[config.mk]
export PLATFORM = sky130hd
export DESIGN_NAME = status_reg_flat
export DESIGN_NICKNAME = d
export VERILOG_FILES = /design/src/rtl/cpu6502_pkg.sv /design/src/rtl/status_reg_if.sv /design/src/rtl/status_reg.sv /design/src/flat_wrapper.sv
export SDC_FILE = /design/constraint.sdc
export NUM_CORES = 1
export LEC_CHECK = 0
export ABC_AREA = 1
export CAP_MARGIN = 10
export CORE_MARGIN = 2
export CORE_UTILIZATION = 45
export CTS_CLUSTER_SIZE = 28
export DETAILED_ROUTE_END_ITERATION = 10
export DONT_BUFFER_PORTS = 1
export GPL_TIMING_DRIVEN = 0
export PLACE_DENSITY_LB_ADDON = 0.05
export SYNTH_ARGS = -nofsm -noshare
export SYNTH_HDL_FRONTEND = slang
export SYNTH_SLANG_ARGS = --single-unit
[constraint.sdc]
create_clock -name clk -period 0.88 [get_ports clk]
set_input_delay 0.044 -clock clk [delete_from_list [all_inputs] [get_ports clk]]
set_output_delay 0.044 -clock clk [all_outputs]
set_load 0.01 [all_outputs]
[src/rtl/cpu6502_pkg.sv]
// ---------------------------------------------------------------------------
// cpu6502_pkg
//   Shared definitions for the 6502 core slice: the flag_op_e encoding
//   driven by the instruction decoder and the bit positions of the
//   processor status register P (N V - B D I Z C).
// ---------------------------------------------------------------------------
package cpu6502_pkg;

    // Explicit flag set/clear operations requested by the decoder.
    typedef enum logic [2:0] {
        NONE = 3'd0,
        CLC  = 3'd1,
        SEC  = 3'd2,
        CLI  = 3'd3,
        SEI  = 3'd4,
        CLV  = 3'd5,
        CLD  = 3'd6,
        SED  = 3'd7
    } flag_op_e;

    // Bit positions inside P.
    localparam int P_C = 0;
    localparam int P_Z = 1;
    localparam int P_I = 2;
    localparam int P_D = 3;
    localparam int P_B = 4;
    localparam int P_U = 5;
    localparam int P_V = 6;
    localparam int P_N = 7;

    // Assemble a P image from the six stored flags plus the value to show
    // in the B position (bit 5 always reads as 1).
    function automatic logic [7:0] pack_p(
        input logic n, input logic v, input logic b,
        input logic d, input logic i, input logic z, input logic c
    );
        logic [7:0] p;
        p      = 8'h00;
        p[P_N] = n;
        p[P_V] = v;
        p[P_U] = 1'b1;
        p[P_B] = b;
        p[P_D] = d;
        p[P_I] = i;
        p[P_Z] = z;
        p[P_C] = c;
        return p;
    endfunction

endpackage

[src/rtl/status_reg_if.sv]
// ---------------------------------------------------------------------------
// status_reg_if
//   Bundles the status register's data/control signals.
//   master : decoder/ALU/sequencer side (drives strobes and operands,
//            receives P images and flag feedback)
//   slave  : status_reg itself
//   Signals:
//     alu_result/alu_carry/alu_overflow  ALU outputs to capture
//     update_nz/update_c/update_v        ALU capture strobes
//     flag_op                            SEx/CLx operation
//     bit_op, acc, mem_data              BIT instruction operands
//     load_p                             PLP/RTI load from mem_data
//     irq_entry, push_brk, instr_done    interrupt / sequencing controls
//     p_out, p_push                      P as register / as pushed to stack
//     carry_flag, decimal_flag           feedback to ALU
//     irq_mask                           instruction-delayed I flag
// ---------------------------------------------------------------------------
interface status_reg_if;
    import cpu6502_pkg::*;

    logic [7:0] alu_result;
    logic       alu_carry;
    logic       alu_overflow;
    logic       update_nz;
    logic       update_c;
    logic       update_v;
    flag_op_e   flag_op;
    logic       bit_op;
    logic [7:0] acc;
    logic [7:0] mem_data;
    logic       load_p;
    logic       irq_entry;
    logic       push_brk;
    logic       instr_done;
    logic [7:0] p_out;
    logic [7:0] p_push;
    logic       carry_flag;
    logic       decimal_flag;
    logic       irq_mask;

    modport master (
        output alu_result, alu_carry, alu_overflow,
        output update_nz, update_c, update_v, flag_op,
        output bit_op, acc, mem_data, load_p,
        output irq_entry, push_brk, instr_done,
        input  p_out, p_push, carry_flag, decimal_flag, irq_mask
    );

    modport slave (
        input  alu_result, alu_carry, alu_overflow,
        input  update_nz, update_c, update_v, flag_op,
        input  bit_op, acc, mem_data, load_p,
        input  irq_entry, push_brk, instr_done,
        output p_out, p_push, carry_flag, decimal_flag, irq_mask
    );

endinterface

[src/rtl/status_reg.sv]
// ---------------------------------------------------------------------------
// status_reg
//   6502 processor status register P (N V - B D I Z C), downstream of the ALU.
//   Captures ALU N/Z/C/V under decoder strobes, services SEx/CLx, BIT,
//   PLP/RTI loads and interrupt entry, and supplies carry/decimal back to the
//   ALU, the stacked P image and an instruction-delayed IRQ mask.
//   Ports:
//     clk    system clock, all state on rising edge
//     rst_n  asynchronous active-low reset
//     bus    status_reg_if.slave (see interface for signal list)
//   Parameter:
//     RESET_P  value of p_out after reset
// ---------------------------------------------------------------------------
module status_reg
    import cpu6502_pkg::*;
#(
    parameter logic [7:0] RESET_P = 8'h34
) (
    input  logic        clk,
    input  logic        rst_n,
    status_reg_if.slave bus
);

    logic n_reg, v_reg, d_reg, i_reg, z_reg, c_reg;
    logic n_next, v_next, d_next, i_next, z_next, c_next;
    logic irq_mask_reg, irq_mask_next;

    always_comb begin
        n_next        = n_reg;
        v_next        = v_reg;
        d_next        = d_reg;
        i_next        = i_reg;
        z_next        = z_reg;
        c_next        = c_reg;
        irq_mask_next = irq_mask_reg;

        // N / Z: pulled byte, then BIT, then ALU result.
        if (bus.load_p) begin
            n_next = bus.mem_data[P_N];
            z_next = bus.mem_data[P_Z];
        end else if (bus.bit_op) begin
            n_next = bus.mem_data[7];
            z_next = ((bus.acc & bus.mem_data) == 8'h00);
        end else if (bus.update_nz) begin
            n_next = bus.alu_result[7];
            z_next = (bus.alu_result == 8'h00);
        end

        // V: CLV outranks an ALU overflow captured on the same edge.
        if (bus.load_p)
            v_next = bus.mem_data[P_V];
        else if (bus.bit_op)
            v_next = bus.mem_data[6];
        else if (bus.flag_op == CLV)
            v_next = 1'b0;
        else if (bus.update_v)
            v_next = bus.alu_overflow;

        // C
        if (bus.load_p)
            c_next = bus.mem_data[P_C];
        else if (bus.flag_op == CLC)
            c_next = 1'b0;
        else if (bus.flag_op == SEC)
            c_next = 1'b1;
        else if (bus.update_c)
            c_next = bus.alu_carry;

        // D
        if (bus.load_p)
            d_next = bus.mem_data[P_D];
        else if (bus.flag_op == CLD)
            d_next = 1'b0;
        else if (bus.flag_op == SED)
            d_next = 1'b1;

        // I: interrupt entry always masks.
        if (bus.irq_entry)
            i_next = 1'b1;
        else if (bus.load_p)
            i_next = bus.mem_data[P_I];
        else if (bus.flag_op == CLI)
            i_next = 1'b0;
        else if (bus.flag_op == SEI)
            i_next = 1'b1;

        // The mask follows the OLD I at instruction boundaries, so a
        // CLI/SEI/PLP only takes effect for interrupt polling one
        // instruction later. Interrupt entry masks immediately.
        if (bus.irq_entry)
            irq_mask_next = 1'b1;
        else if (bus.instr_done)
            irq_mask_next = i_reg;

        // Stacked image: B reflects the push source, not stored state.
        bus.p_push = pack_p(n_reg, v_reg, bus.push_brk, d_reg, i_reg, z_reg, c_reg);
    end

    always_ff @(posedge clk or negedge rst_n) begin
        if (!rst_n) begin
            n_reg        <= RESET_P[P_N];
            v_reg        <= RESET_P[P_V];
            d_reg        <= RESET_P[P_D];
            i_reg        <= RESET_P[P_I];
            z_reg        <= RESET_P[P_Z];
            c_reg        <= RESET_P[P_C];
            irq_mask_reg <= 1'b1;
        end else begin
            n_reg        <= n_next;
            v_reg        <= v_next;
            d_reg        <= d_next;
            i_reg        <= i_next;
            z_reg        <= z_next;
            c_reg        <= c_next;
            irq_mask_reg <= irq_mask_next;
        end
    end

    // Stored flags drive the outputs directly; bits 5/4 of p_out are
    // constant 1 because B only exists in the pushed image.
    assign bus.p_out        = pack_p(n_reg, v_reg, 1'b1, d_reg, i_reg, z_reg, c_reg);
    assign bus.carry_flag   = c_reg;
    assign bus.decimal_flag = d_reg;
    assign bus.irq_mask     = irq_mask_reg;

    // Decoder contract checks (ignored by synthesis).
    bit_nz_exclusive: assert property (
        @(posedge clk) disable iff (!rst_n) !(bus.bit_op && bus.update_nz)
    ) else $error("status_reg: bit_op and update_nz asserted together");

    bit_load_exclusive: assert property (
        @(posedge clk) disable iff (!rst_n) !(bus.bit_op && bus.load_p)
    ) else $error("status_reg: bit_op and load_p asserted together");

endmodule

[src/flat_wrapper.sv]
// flat-port wrapper written by rule: the top's interface ports become plain ports
module status_reg_flat import cpu6502_pkg::*;
#(
    parameter logic [7:0] RESET_P = 8'h34
)
  (clk, rst_n, bus_alu_result, bus_alu_carry, bus_alu_overflow, bus_update_nz, bus_update_c, bus_update_v, bus_flag_op, bus_bit_op, bus_acc, bus_mem_data, bus_load_p, bus_irq_entry, bus_push_brk, bus_instr_done, bus_p_out, bus_p_push, bus_carry_flag, bus_decimal_flag, bus_irq_mask);
  status_reg_if bus_i ();
  input  logic clk;
  input  logic rst_n;
  input wire logic [$bits(bus_i.alu_result)-1:0] bus_alu_result;
  input wire logic [$bits(bus_i.alu_carry)-1:0] bus_alu_carry;
  input wire logic [$bits(bus_i.alu_overflow)-1:0] bus_alu_overflow;
  input wire logic [$bits(bus_i.update_nz)-1:0] bus_update_nz;
  input wire logic [$bits(bus_i.update_c)-1:0] bus_update_c;
  input wire logic [$bits(bus_i.update_v)-1:0] bus_update_v;
  input wire logic [$bits(bus_i.flag_op)-1:0] bus_flag_op;
  input wire logic [$bits(bus_i.bit_op)-1:0] bus_bit_op;
  input wire logic [$bits(bus_i.acc)-1:0] bus_acc;
  input wire logic [$bits(bus_i.mem_data)-1:0] bus_mem_data;
  input wire logic [$bits(bus_i.load_p)-1:0] bus_load_p;
  input wire logic [$bits(bus_i.irq_entry)-1:0] bus_irq_entry;
  input wire logic [$bits(bus_i.push_brk)-1:0] bus_push_brk;
  input wire logic [$bits(bus_i.instr_done)-1:0] bus_instr_done;
  output wire logic [$bits(bus_i.p_out)-1:0] bus_p_out;
  output wire logic [$bits(bus_i.p_push)-1:0] bus_p_push;
  output wire logic [$bits(bus_i.carry_flag)-1:0] bus_carry_flag;
  output wire logic [$bits(bus_i.decimal_flag)-1:0] bus_decimal_flag;
  output wire logic [$bits(bus_i.irq_mask)-1:0] bus_irq_mask;
  assign bus_i.alu_result = bus_alu_result;
  assign bus_i.alu_carry = bus_alu_carry;
  assign bus_i.alu_overflow = bus_alu_overflow;
  assign bus_i.update_nz = bus_update_nz;
  assign bus_i.update_c = bus_update_c;
  assign bus_i.update_v = bus_update_v;
  assign bus_i.flag_op = bus_flag_op;
  assign bus_i.bit_op = bus_bit_op;
  assign bus_i.acc = bus_acc;
  assign bus_i.mem_data = bus_mem_data;
  assign bus_i.load_p = bus_load_p;
  assign bus_i.irq_entry = bus_irq_entry;
  assign bus_i.push_brk = bus_push_brk;
  assign bus_i.instr_done = bus_instr_done;
  assign bus_p_out = bus_i.p_out;
  assign bus_p_push = bus_i.p_push;
  assign bus_carry_flag = bus_i.carry_flag;
  assign bus_decimal_flag = bus_i.decimal_flag;
  assign bus_irq_mask = bus_i.irq_mask;
  status_reg #(.RESET_P(RESET_P)) u_core (.clk(clk), .rst_n(rst_n), .bus(bus_i));
endmodule
==> run_results.csv, run 1 <==
group,metric,value,unit
outcome,status,"finished, violations left",
outcome,violations,"negative hold slack, negative setup slack",
clocking,cts-root-buf,"clkbuf_4",
placement,placedInstanceArea,623.1,um2
worst_setup_path,crit_buf_inv,1,
clocking,numCtsBuffers,3,
timing,final_max_slew_viol_count,0,
floorplan,die_h,40.42,um
floorplan,die_area,1634,um2
grt,grt_first_pass_wirelength,2.070,mm
drt,num_vias,642,
timing,hold_viol_final,1,
clocking,cts-htree-levels,1,
timing,fin_crit_sh,1.098,
power,power_density,1173,nW/um2
drt,routed_wl,1.490,mm
logic_synthesis,synth_area,596.8,um2
floorplan,dieWidth,40.42,um
grt,grt_use_total,0.2057,
logic_synthesis,synth.distinct_cells,16,
timing,holdWs,-0.001040,ns
min_path,min_path_type,"primary input to register",
grt,grt_overflow,0,
grt,grt_max_degree,8,
drt,drc,0,
final_layout,synthToLayoutAreaGrowth,42.14,%
worst_setup_path,slowest_stage,"dfstp_2",
drt,detail_route.wl_per_cell,11.55,um
floorplan,core-area,1269,um2
floorplan,start_util,0.4704,
power,irDropWorstVdd,0.4822,mV
final_layout,fin_nets,154,
logic_synthesis,synth_seq_cells,7,
clocking,clk_pin_slew,0.05,ns
clocking,clk-insertion-delay-late,0.25,ns
worst_setup_path,worstPathMaxFanout,4,
drt,drtAntennaViolNets,0,
final_layout,antenna_cells,0,
clocking,clockBufferDepth,2,
logic_synthesis,yosysWarningCount,0,
timing,worst_slack,-0.08643,ns
power,total_power,995.2,uW
worst_setup_path,critPathTopFamily,"flip-flops",
timing,min_period,0.9664,ns
placement,io_buffers,0,
flow_run,drv_cap,0,
worst_setup_path,critPathLaunchType,"register",
final_layout,multi_input_area,287.8,um2
floorplan,rows,13,
placement,gp_congestion,0.8120,
grt,antenna_found_initial,0,
drt,firstDrtPassIters,4,
worst_setup_path,crit_type,"register to output pin",
clocking,tritoncts,"built",
logic_synthesis,avgSynthCellArea,6.558,um2
drt,routed_via_density,4.977,
logic_synthesis,netlist.top_cell.by_area,"dfrtp_1",
worst_setup_path,crit_path_end_kind,"output pin",
worst_setup_path,crit_arrival,0.92,ns
timing,fin_skew,0.002323,ns
final_layout,layout_common_cells,"nand2_1 (28), dlygate4sd3_1 (15), nor2_1 (12), buf_4 (12), inv_1 (7)",
final_layout,fin_area,848.3,um2
worst_setup_path,path_cells,"buf_4",
timing,fmax,1.035,GHz
clocking,clock_sinks,7,
final_layout,final_common_cell,"nand2_1",
grt,grt_pass1_vias,516,
logic_synthesis,ys_seq_area_frac,0.2977,
logic_synthesis,synth.top_cell.area_share,0.2096,
logic_synthesis,syn_inst,91,
final_layout,regArea,180.2,um2
placement,hpwl,1.057,mm
timing,rsz0062_at_grt,"true",
floorplan,ios,58,
power,p_leak,0.4308,nW
timing,setup_viol,7,
worst_setup_path,cp.required,0.84,ns
final_layout,drive_gt1_frac,0.2456,
final_layout,fillers,124,
logic_synthesis,netlist_top_cells_area,"dfrtp_1 (21%), buf_4 (20%), nand2_1 (18%)",
worst_setup_path,cp_slowest_stage_delay,0.55,ns
drt,drt_iter0_drc,7,
==> synth_stat cells <==
library cell / count
or2_4: 1
a21oi_1: 3
buf_4: 16
nor2_1: 12
a31oi_1: 1
dfrtp_1: 5
nor3_1: 1
dfstp_2: 2
o21ai_0: 5
nand2_1: 28
nand3_1: 5
inv_1: 7
conb_1: 1
nor2_4: 1
o211ai_1: 2
o31ai_1: 1
==> logic make-up (layout without fill, tap and decap cells) <==
family | Yosys count | after routing | synth area share
AND/OR/NAND/NOR | 48 | 48 | 0.3354
other | 1 | 3 | 0.006283
flip-flops | 7 | 7 | 0.2977
AO/OA/AOI/OAI | 12 | 12 | 0.1153
buffers and inverters | 23 | 44 | 0.2453
==> layer usage <==
metal / vias to the layer above / share of wire / track usage / wire [um]
met4: 0 / 0.038 / 0.1750 / 57
met3: 4 / 0.10 / 0.03889 / 156
li1: 316 / - / - / -
met5: - / 0 / 0 / 0
met2: 43 / 0.50 / 0.3611 / 751
met1: 279 / 0.35 / 0.2040 / 524
==> stage by stage <==
stage          instances  utilization  setup TNS, ns  setup slack, ns
2_1_floorplan         93            -              0         0.008559
3_3_place_gp         108       0.4911        -0.1048          -0.1048
3_5_place_dp         108       0.4911        -0.1041          -0.1041
4_1_cts              129       0.6578        -0.3364         -0.08625
5_1_grt              129       0.6686        -0.4730          -0.1217
6_report             129       0.6686        -0.2302         -0.08643
==> what timing repair did <==
item | in CTS | in global routing
buffers inserted | 1 | 0
pin swaps | 0 | 2
resized for setup | 7 | 6
setup endpoints to repair | 7 | 12
endpoints found under the hold margin | 14 | 0
hold buffers | 16 | 0
==> where the power goes <==
group	switching [mW]	internal, mW	leakage (nW)	total (mW)
Clock	0.111	0.172	0.0150	0.283
Sequential	0.0393	0.358	0.0790	0.397
Combinational	0.131	0.184	0.337	0.315
Total	0.281	0.714	0.431	0.995
==> cell type report <==
class,instances,area share
plain buffers,16,0.1637
inverters,7,0.03097
clock buffers,4,0.03097
repair buffers,17,0.2006
flip-flops and latches,7,0.2124
well taps,15,0.02212
multi-input cells,63,0.3392
==> path summary, 6_finish.rpt <==
kind                                                   start                                 to  depth (start not counted)  slack [ns]
max                                 u_core.i_reg$_DFFE_PN1P_                       bus_p_out[2]                          1       -0.09
max in group asynchronous                              rst_n           u_core.i_reg$_DFFE_PN1P_                          1        0.48
min in group asynchronous                              rst_n  u_core.bus.carry_flag$_DFFE_PN0P_                          1        0.12
min                                           bus_flag_op[1]           u_core.i_reg$_DFFE_PN1P_                          3      -0.001
max reg2reg                u_core.bus.carry_flag$_DFFE_PN0P_  u_core.bus.carry_flag$_DFFE_PN0P_                          4       -0.03
min reg2reg                  u_core.bus.irq_mask$_DFFE_PN1P_    u_core.bus.irq_mask$_DFFE_PN1P_                          2        0.50
No activity file was read; power rests on OpenSTA's default activity.
==> inputs of run 2 (changes only) <==
- ABC_AREA: 1 -> default
- CORE_AREA: default -> 2 2 39 41
- CORE_MARGIN: 2 -> default
- CORE_UTILIZATION: 45 -> default
- DIE_AREA: default -> 0 0 41 43
==> run_results.csv, run 2 <==
group,metric,value,unit
outcome,status,"finished, violations left",
outcome,violations,"negative setup slack",
floorplan,start_util,0.4069,
logic_synthesis,ys_seq_area_frac,0.3156,
logic_synthesis,synth_common_cells,"buf_4 (16), nand2_1 (7), dfrtp_1 (5), nor2_1 (5)",
placement,dp_cells,82,
logic_synthesis,synth_area,563.0,um2
logic_synthesis,yosysWarningCount,0,
clocking,clock_sinks,7,
final_layout,drive_gt1_frac,0.4048,
logic_synthesis,synth-async-reset-ratio,1.000,
min_path,holdPathStages,2,
power,irDropWorstVdd,0.6798,mV
placement,post-place-ws,-0.1754,ns
final_layout,instances_no_fill,100,
timing,setup_viol,9,
timing,worst_slack,-0.1770,ns
grt,grt_first_pass_wirelength,1.966,mm
power,power_density,1247,nW/um2
worst_setup_path,cp.required,1.06,ns
final_layout,layout_common_cells,"dlygate4sd3_1 (12), buf_4 (11), nand2_1 (7), buf_6 (7), nor2_1 (5)",
drt,firstDrtPassIters,4,
timing,fin_crit_sh,1.201,
final_layout,synthToLayoutAreaGrowth,43.33,%
logic_synthesis,avgSynthCellArea,8.798,um2
timing,rsz0062_at_grt,"true",
logic_synthesis,synth_seq_cells,7,
drt,drc,0,
logic_synthesis,netlist.top_cell.by_area,"dfrtp_1",
grt,grt_use_total,0.1684,
worst_setup_path,path_cells,"o21bai_4 > a22oi_2 > nor2_1 > a211o_1",
grt,grt_pass1_vias,512,
timing,hold_viol_final,0,
drt,routed_via_density,5.180,
logic_synthesis,synth.distinct_cells,25,
logic_synthesis,synth_edf_count,0,
worst_setup_path,critPathLaunchType,"register",
power,total_power,1.006,mW
logic_synthesis,synthFlopType,"dfrtp_1",
floorplan,die_area,1763,um2
final_layout,fin_nets,124,
floorplan,rows,14,
worst_setup_path,crit_buf_inv,0,
clocking,tritoncts,"built",
drt,drtAntennaViolNets,0,
clocking,clockBufferDepth,2,
worst_setup_path,crit_path_end_kind,"register",
worst_setup_path,critPathTopFamily,"compound AO/OA/AOI/OAI gates",
final_layout,antenna_cells,0,
timing,setup_tns,-0.8144,ns
flow_run,drv_cap,0,
clocking,numCtsBuffers,3,
logic_synthesis,synth.top_cell.area_share,0.2222,
worst_setup_path,crit_arrival,1.23,ns
worst_setup_path,r2r_cells,4,
drt,routed_wl,1.396,mm
placement,gp_congestion,0.6605,
logic_synthesis,syn_inst,64,
drt,num_vias,518,
worst_setup_path,slowest_stage,"dfstp_2",
floorplan,dieWidth,41,um
clocking,clk-insertion-delay-late,0.25,ns
min_path,min_path_type,"primary input to register",
grt,grt_max_degree,11,
grt,antenna_found_initial,0,
floorplan,die_h,43,um
power,p_leak,0.3602,nW
grt,grt_overflow,0,
timing,final_max_slew_viol_count,0,
timing,min_period,1.057,ns
drt,drt_iter0_drc,7,
worst_setup_path,worst-path-stages,4,
logic_synthesis,synthMostInstantiatedCell,"buf_4",
worst_setup_path,worstPathMaxFanout,2,
timing,fin_skew,0.00004041,ns
placement,io_buffers,0,
timing,holdWs,0.0004124,ns
floorplan,core-area,1384,um2
floorplan,ios,58,
final_layout,final_common_cell,"dlygate4sd3_1",
clocking,cts-htree-levels,1,
worst_setup_path,crit_type,"register to register",
logic_synthesis,netlist_top_cells_area,"dfrtp_1 (22%), buf_4 (21%), dfstp_2 (9.3%)",
timing,fmax,0.9460,GHz
worst_setup_path,cp_slowest_stage_delay,0.36,ns
placement,hpwl,1.041,mm
drt,detail_route.wl_per_cell,13.96,um
clocking,clk_pin_slew,0.05,ns
clocking,cts-root-buf,"clkbuf_4",
-- run 2: changes by cell type in the layout (fill, tap and decap cells not counted), sizes merged, moves of 3 or more --
cell         before  now
nand2            28    7
dlygate4sd3      15   12
nand3             5    0
inv               7    1
mux2i             0    4
nor2             13    5
-- run 2: worst register-to-register path, cell delays in order (launching register included) --
cell	delay (ns)
dfstp_2	0.36
o21bai_4	0.16
a22oi_2	0.18
nor2_1	0.06
a211o_1	0.22
-- run 2: worst paths after layout --
kind	from	endpoint	slack, ns
setup reg to reg	u_core.i_reg$_DFFE_PN1P_	u_core.i_reg$_DFFE_PN1P_	-0.18
min in group asynchronous	rst_n	u_core.z_reg$_DFFE_PN0P_	0.12
hold reg to reg	u_core.z_reg$_DFFE_PN0P_	u_core.z_reg$_DFFE_PN0P_	0.52
setup / recovery	u_core.i_reg$_DFFE_PN1P_	u_core.i_reg$_DFFE_PN1P_	-0.18
hold / removal	bus_flag_op[0]	u_core.bus.decimal_flag$_DFFE_PN0P_	0.0004
max in group asynchronous	rst_n	u_core.i_reg$_DFFE_PN1P_	0.47
-- run 2: routing by layer --
metal | share of wire | global-route usage
met2 | 0.52 | 0.2625
met3 | 0.13 | 0.06283
met4 | 0.010 | 0.1000
met5 | 0 | 0
met1 | 0.33 | 0.1827
-- run 2: power by group --
group | total (mW) | internal (mW) | switching (mW)
combinational | 0.323 | 0.202 | 0.121
clock | 0.293 | 0.173 | 0.120
sequential | 0.390 | 0.357 | 0.0334
-- run 2: cell type report --
| cell class | instances | area, um2 |
|---|---|---|
| Buffer | 17 | 147.6 |
| Clock buffer | 4 | 26.28 |
| Inverter | 1 | 3.754 |
| Timing Repair Buffer | 14 | 138.9 |
| Multi-Input combinational cell | 41 | 290.3 |
| Sequential cell | 7 | 180.2 |
| Fill cell | 136 | 576.8 |
| Tap cell | 16 | 20.02 |
-- run 2: through the flow --
step / utilization / area [um2]
floorplan: - / 570.5
global placement: 0.4268 / 590.6
detailed placement: 0.4268 / 590.6
CTS: 0.5470 / 757.0
global route: 0.5832 / 807.0
finish: 0.5832 / 807.0
-- run 2: cell families (layout without fill, tap and decap cells) --
group,count (synthesis),after routing,synth area share
buffers and inverters,18,36,0.2289
AND/OR/NAND/NOR,17,17,0.1311
AO/OA/AOI/OAI,16,16,0.2267
flip-flops,7,7,0.3156
multiplexers,5,5,0.09111
other,1,3,0.006660
-- run 2: what timing repair did --
| item | in CTS | in global routing |
|---|---|---|
| setup endpoints to repair | 9 | 12 |
| buffers inserted | 1 | 1 |
| hold endpoints to repair | 13 | 1 |
| hold buffers | 10 | 2 |
| gates resized for setup | 10 | 4 |
| pin swaps | 0 | 3 |
==> inputs of run 3 (changes only) <==
- CORE_AREA: 2 2 39 41 -> default
- CORE_MARGIN: default -> 2
- CORE_UTILIZATION: default -> 35
- DIE_AREA: 0 0 41 43 -> default
- GPL_TIMING_DRIVEN: 0 -> default
- clock period: 0.88 -> 1.2 ns (I/O delays scaled with it)
==> run_results.csv, run 3 (synthesis gave the netlist of run 2 again) <==
group,metric,value,unit
worst_setup_path,slowest_stage,"dfstp_2",
grt,grt_overflow,0,
clocking,cts-htree-levels,1,
worst_setup_path,r2r_slack,0.12,ns
min_path,min_path_type,"primary input to register",
floorplan,ios,58,
worst_setup_path,cp_slowest_stage_delay,0.36,ns
timing,setup_viol,0,
power,p_leak,0.2679,nW
power,power_density,1043,nW/um2
final_layout,layout_common_cells,"dlygate4sd3_1 (9), nand2_1 (7), nor2_1 (5), dfrtp_1 (5)",
clocking,clk_pin_slew,0.05,ns
timing,fin_skew,0.0001842,ns
drt,detail_route.wl_per_cell,16.22,um
grt,antenna_found_initial,0,
clocking,post_cts_buffers,0,
placement,io_buffers,0,
worst_setup_path,crit_type,"register to register",
worst_setup_path,cp.required,1.37,ns
timing,fin_crit_sh,0.9027,
drt,routed_via_density,5.659,
floorplan,die_area,1946,um2
floorplan,start_util,0.3738,
floorplan,core-area,1506,um2
timing,fmax,0.9232,GHz
worst_setup_path,critPathLaunchType,"register",
drt,drtAntennaViolNets,0,
flow_run,drv_cap,0,
floorplan,rows,14,
clocking,tritoncts,"built",
clocking,clockBufferDepth,2,
drt,drc,0,
worst_setup_path,crit_buf_inv,0,
worst_setup_path,crit_arrival,1.25,ns
clocking,clock_sinks,7,
clocking,numCtsBuffers,3,
timing,min_period,1.083,ns
timing,hold_viol_final,0,
timing,setup_tns,0,ns
clocking,cts_resized,0,
outcome,status,"finished, final reports clean",
placement,gp_congestion,0.7194,
grt,grt_pass1_vias,478,
clocking,cts-root-buf,"clkbuf_4",
drt,num_vias,464,
final_layout,synthToLayoutAreaGrowth,8.667,%
grt,grt_use_total,0.1483,
floorplan,die_h,44.11,um
grt,grt_first_pass_wirelength,2.056,mm
power,irDropWorstVdd,0.3778,mV
drt,drt_iter0_drc,5,
clocking,clk-insertion-delay-late,0.24,ns
final_layout,final_common_cell,"dlygate4sd3_1",
grt,grt_max_degree,8,
final_layout,final_util,0.4061,
worst_setup_path,path_cells,"o21bai_1 > a22oi_1 > nor2_1 > a211o_1",
placement,hpwl,1.107,mm
floorplan,dieWidth,44.11,um
final_layout,fin_nets,106,
drt,routed_wl,1.330,mm
timing,final_max_slew_viol_count,0,
final_layout,drive_gt1_frac,0.1970,
worst_setup_path,crit_path_end_kind,"register",
worst_setup_path,critPathTopFamily,"compound AO/OA/AOI/OAI gates",
drt,firstDrtPassIters,3,
timing,rsz0062_at_grt,"false",
final_layout,antenna_cells,0,
worst_setup_path,worstPathMaxFanout,2,
[run 3: per-layer routing]
layer | vias up | GRT usage | share of wire | wire, um
met5 | - | 0 | 0 | 0
met1 | 212 | 0.1646 | 0.36 | 473
met2 | 36 | 0.2471 | 0.50 | 663
li1 | 214 | - | - | -
met3 | 2 | 0.04490 | 0.13 | 177
met4 | 0 | 0.09091 | 0.012 | 16
[run 3: area by class of cell]
| cell class | instances | area, um2 |
|---|---|---|
| Inverter | 1 | 3.754 |
| Clock buffer | 4 | 26.28 |
| Timing Repair Buffer | 13 | 120.1 |
| Tap cell | 16 | 20.02 |
| Fill cell | 167 | 894.6 |
| Sequential cell | 7 | 177.7 |
| Multi-Input combinational cell | 41 | 264.0 |
[run 3: what timing repair did]
item	4_1_cts	5_1_grt
hold buffers	9	0
hold endpoints to repair	13	0
setup endpoints to repair	0	0
[run 3: worst register-to-register path, cell delays in order, from the launching register on]
cell	delay [ns]
dfstp_2	0.36
o21bai_1	0.14
a22oi_1	0.19
nor2_1	0.06
a211o_1	0.27
[run 3: path summary, 6_finish.rpt]
kind / from / end / cells after the start
worst min register to register: u_core.bus.decimal_flag$_DFFE_PN0P_ / u_core.bus.decimal_flag$_DFFE_PN0P_ / 2
worst max register to register: u_core.i_reg$_DFFE_PN1P_ / u_core.i_reg$_DFFE_PN1P_ / 4
worst max-delay path: u_core.i_reg$_DFFE_PN1P_ / u_core.i_reg$_DFFE_PN1P_ / 4
worst min-delay path: bus_bit_op / u_core.n_reg$_DFFE_PN0P_ / 2
max in group asynchronous: rst_n / u_core.i_reg$_DFFE_PN1P_ / 1
min in group asynchronous: rst_n / u_core.z_reg$_DFFE_PN0P_ / 1
[run 3: metrics by stage]
| step | hold slack, ns | area, um2 | instances | worst slack (ns) | power [mW] |
|---|---|---|---|---|---|
| 3_3_place_gp | -0.2354 | 495.5 | 69 | 0.1581 | 0.3997 |
| 3_5_place_dp | -0.2354 | 495.5 | 69 | 0.1181 | 0.4053 |
| 6_report | 0.02064 | 611.8 | 82 | 0.1168 | 0.6381 |
| 5_1_grt | 0.02966 | 611.8 | 82 | 0.06626 | 0.6887 |
| 2_1_floorplan | -0.2356 | 570.5 | 66 | 0.1485 | 0.4338 |
| 4_1_cts | 0.02052 | 611.8 | 82 | 0.1063 | 0.6501 |
[run 3: power breakdown]
part	leakage, nW	internal (mW)	switching [mW]
combinational	0.172	0.0755	0.0714
clock	0.0150	0.127	0.0830
sequential	0.0808	0.260	0.0214
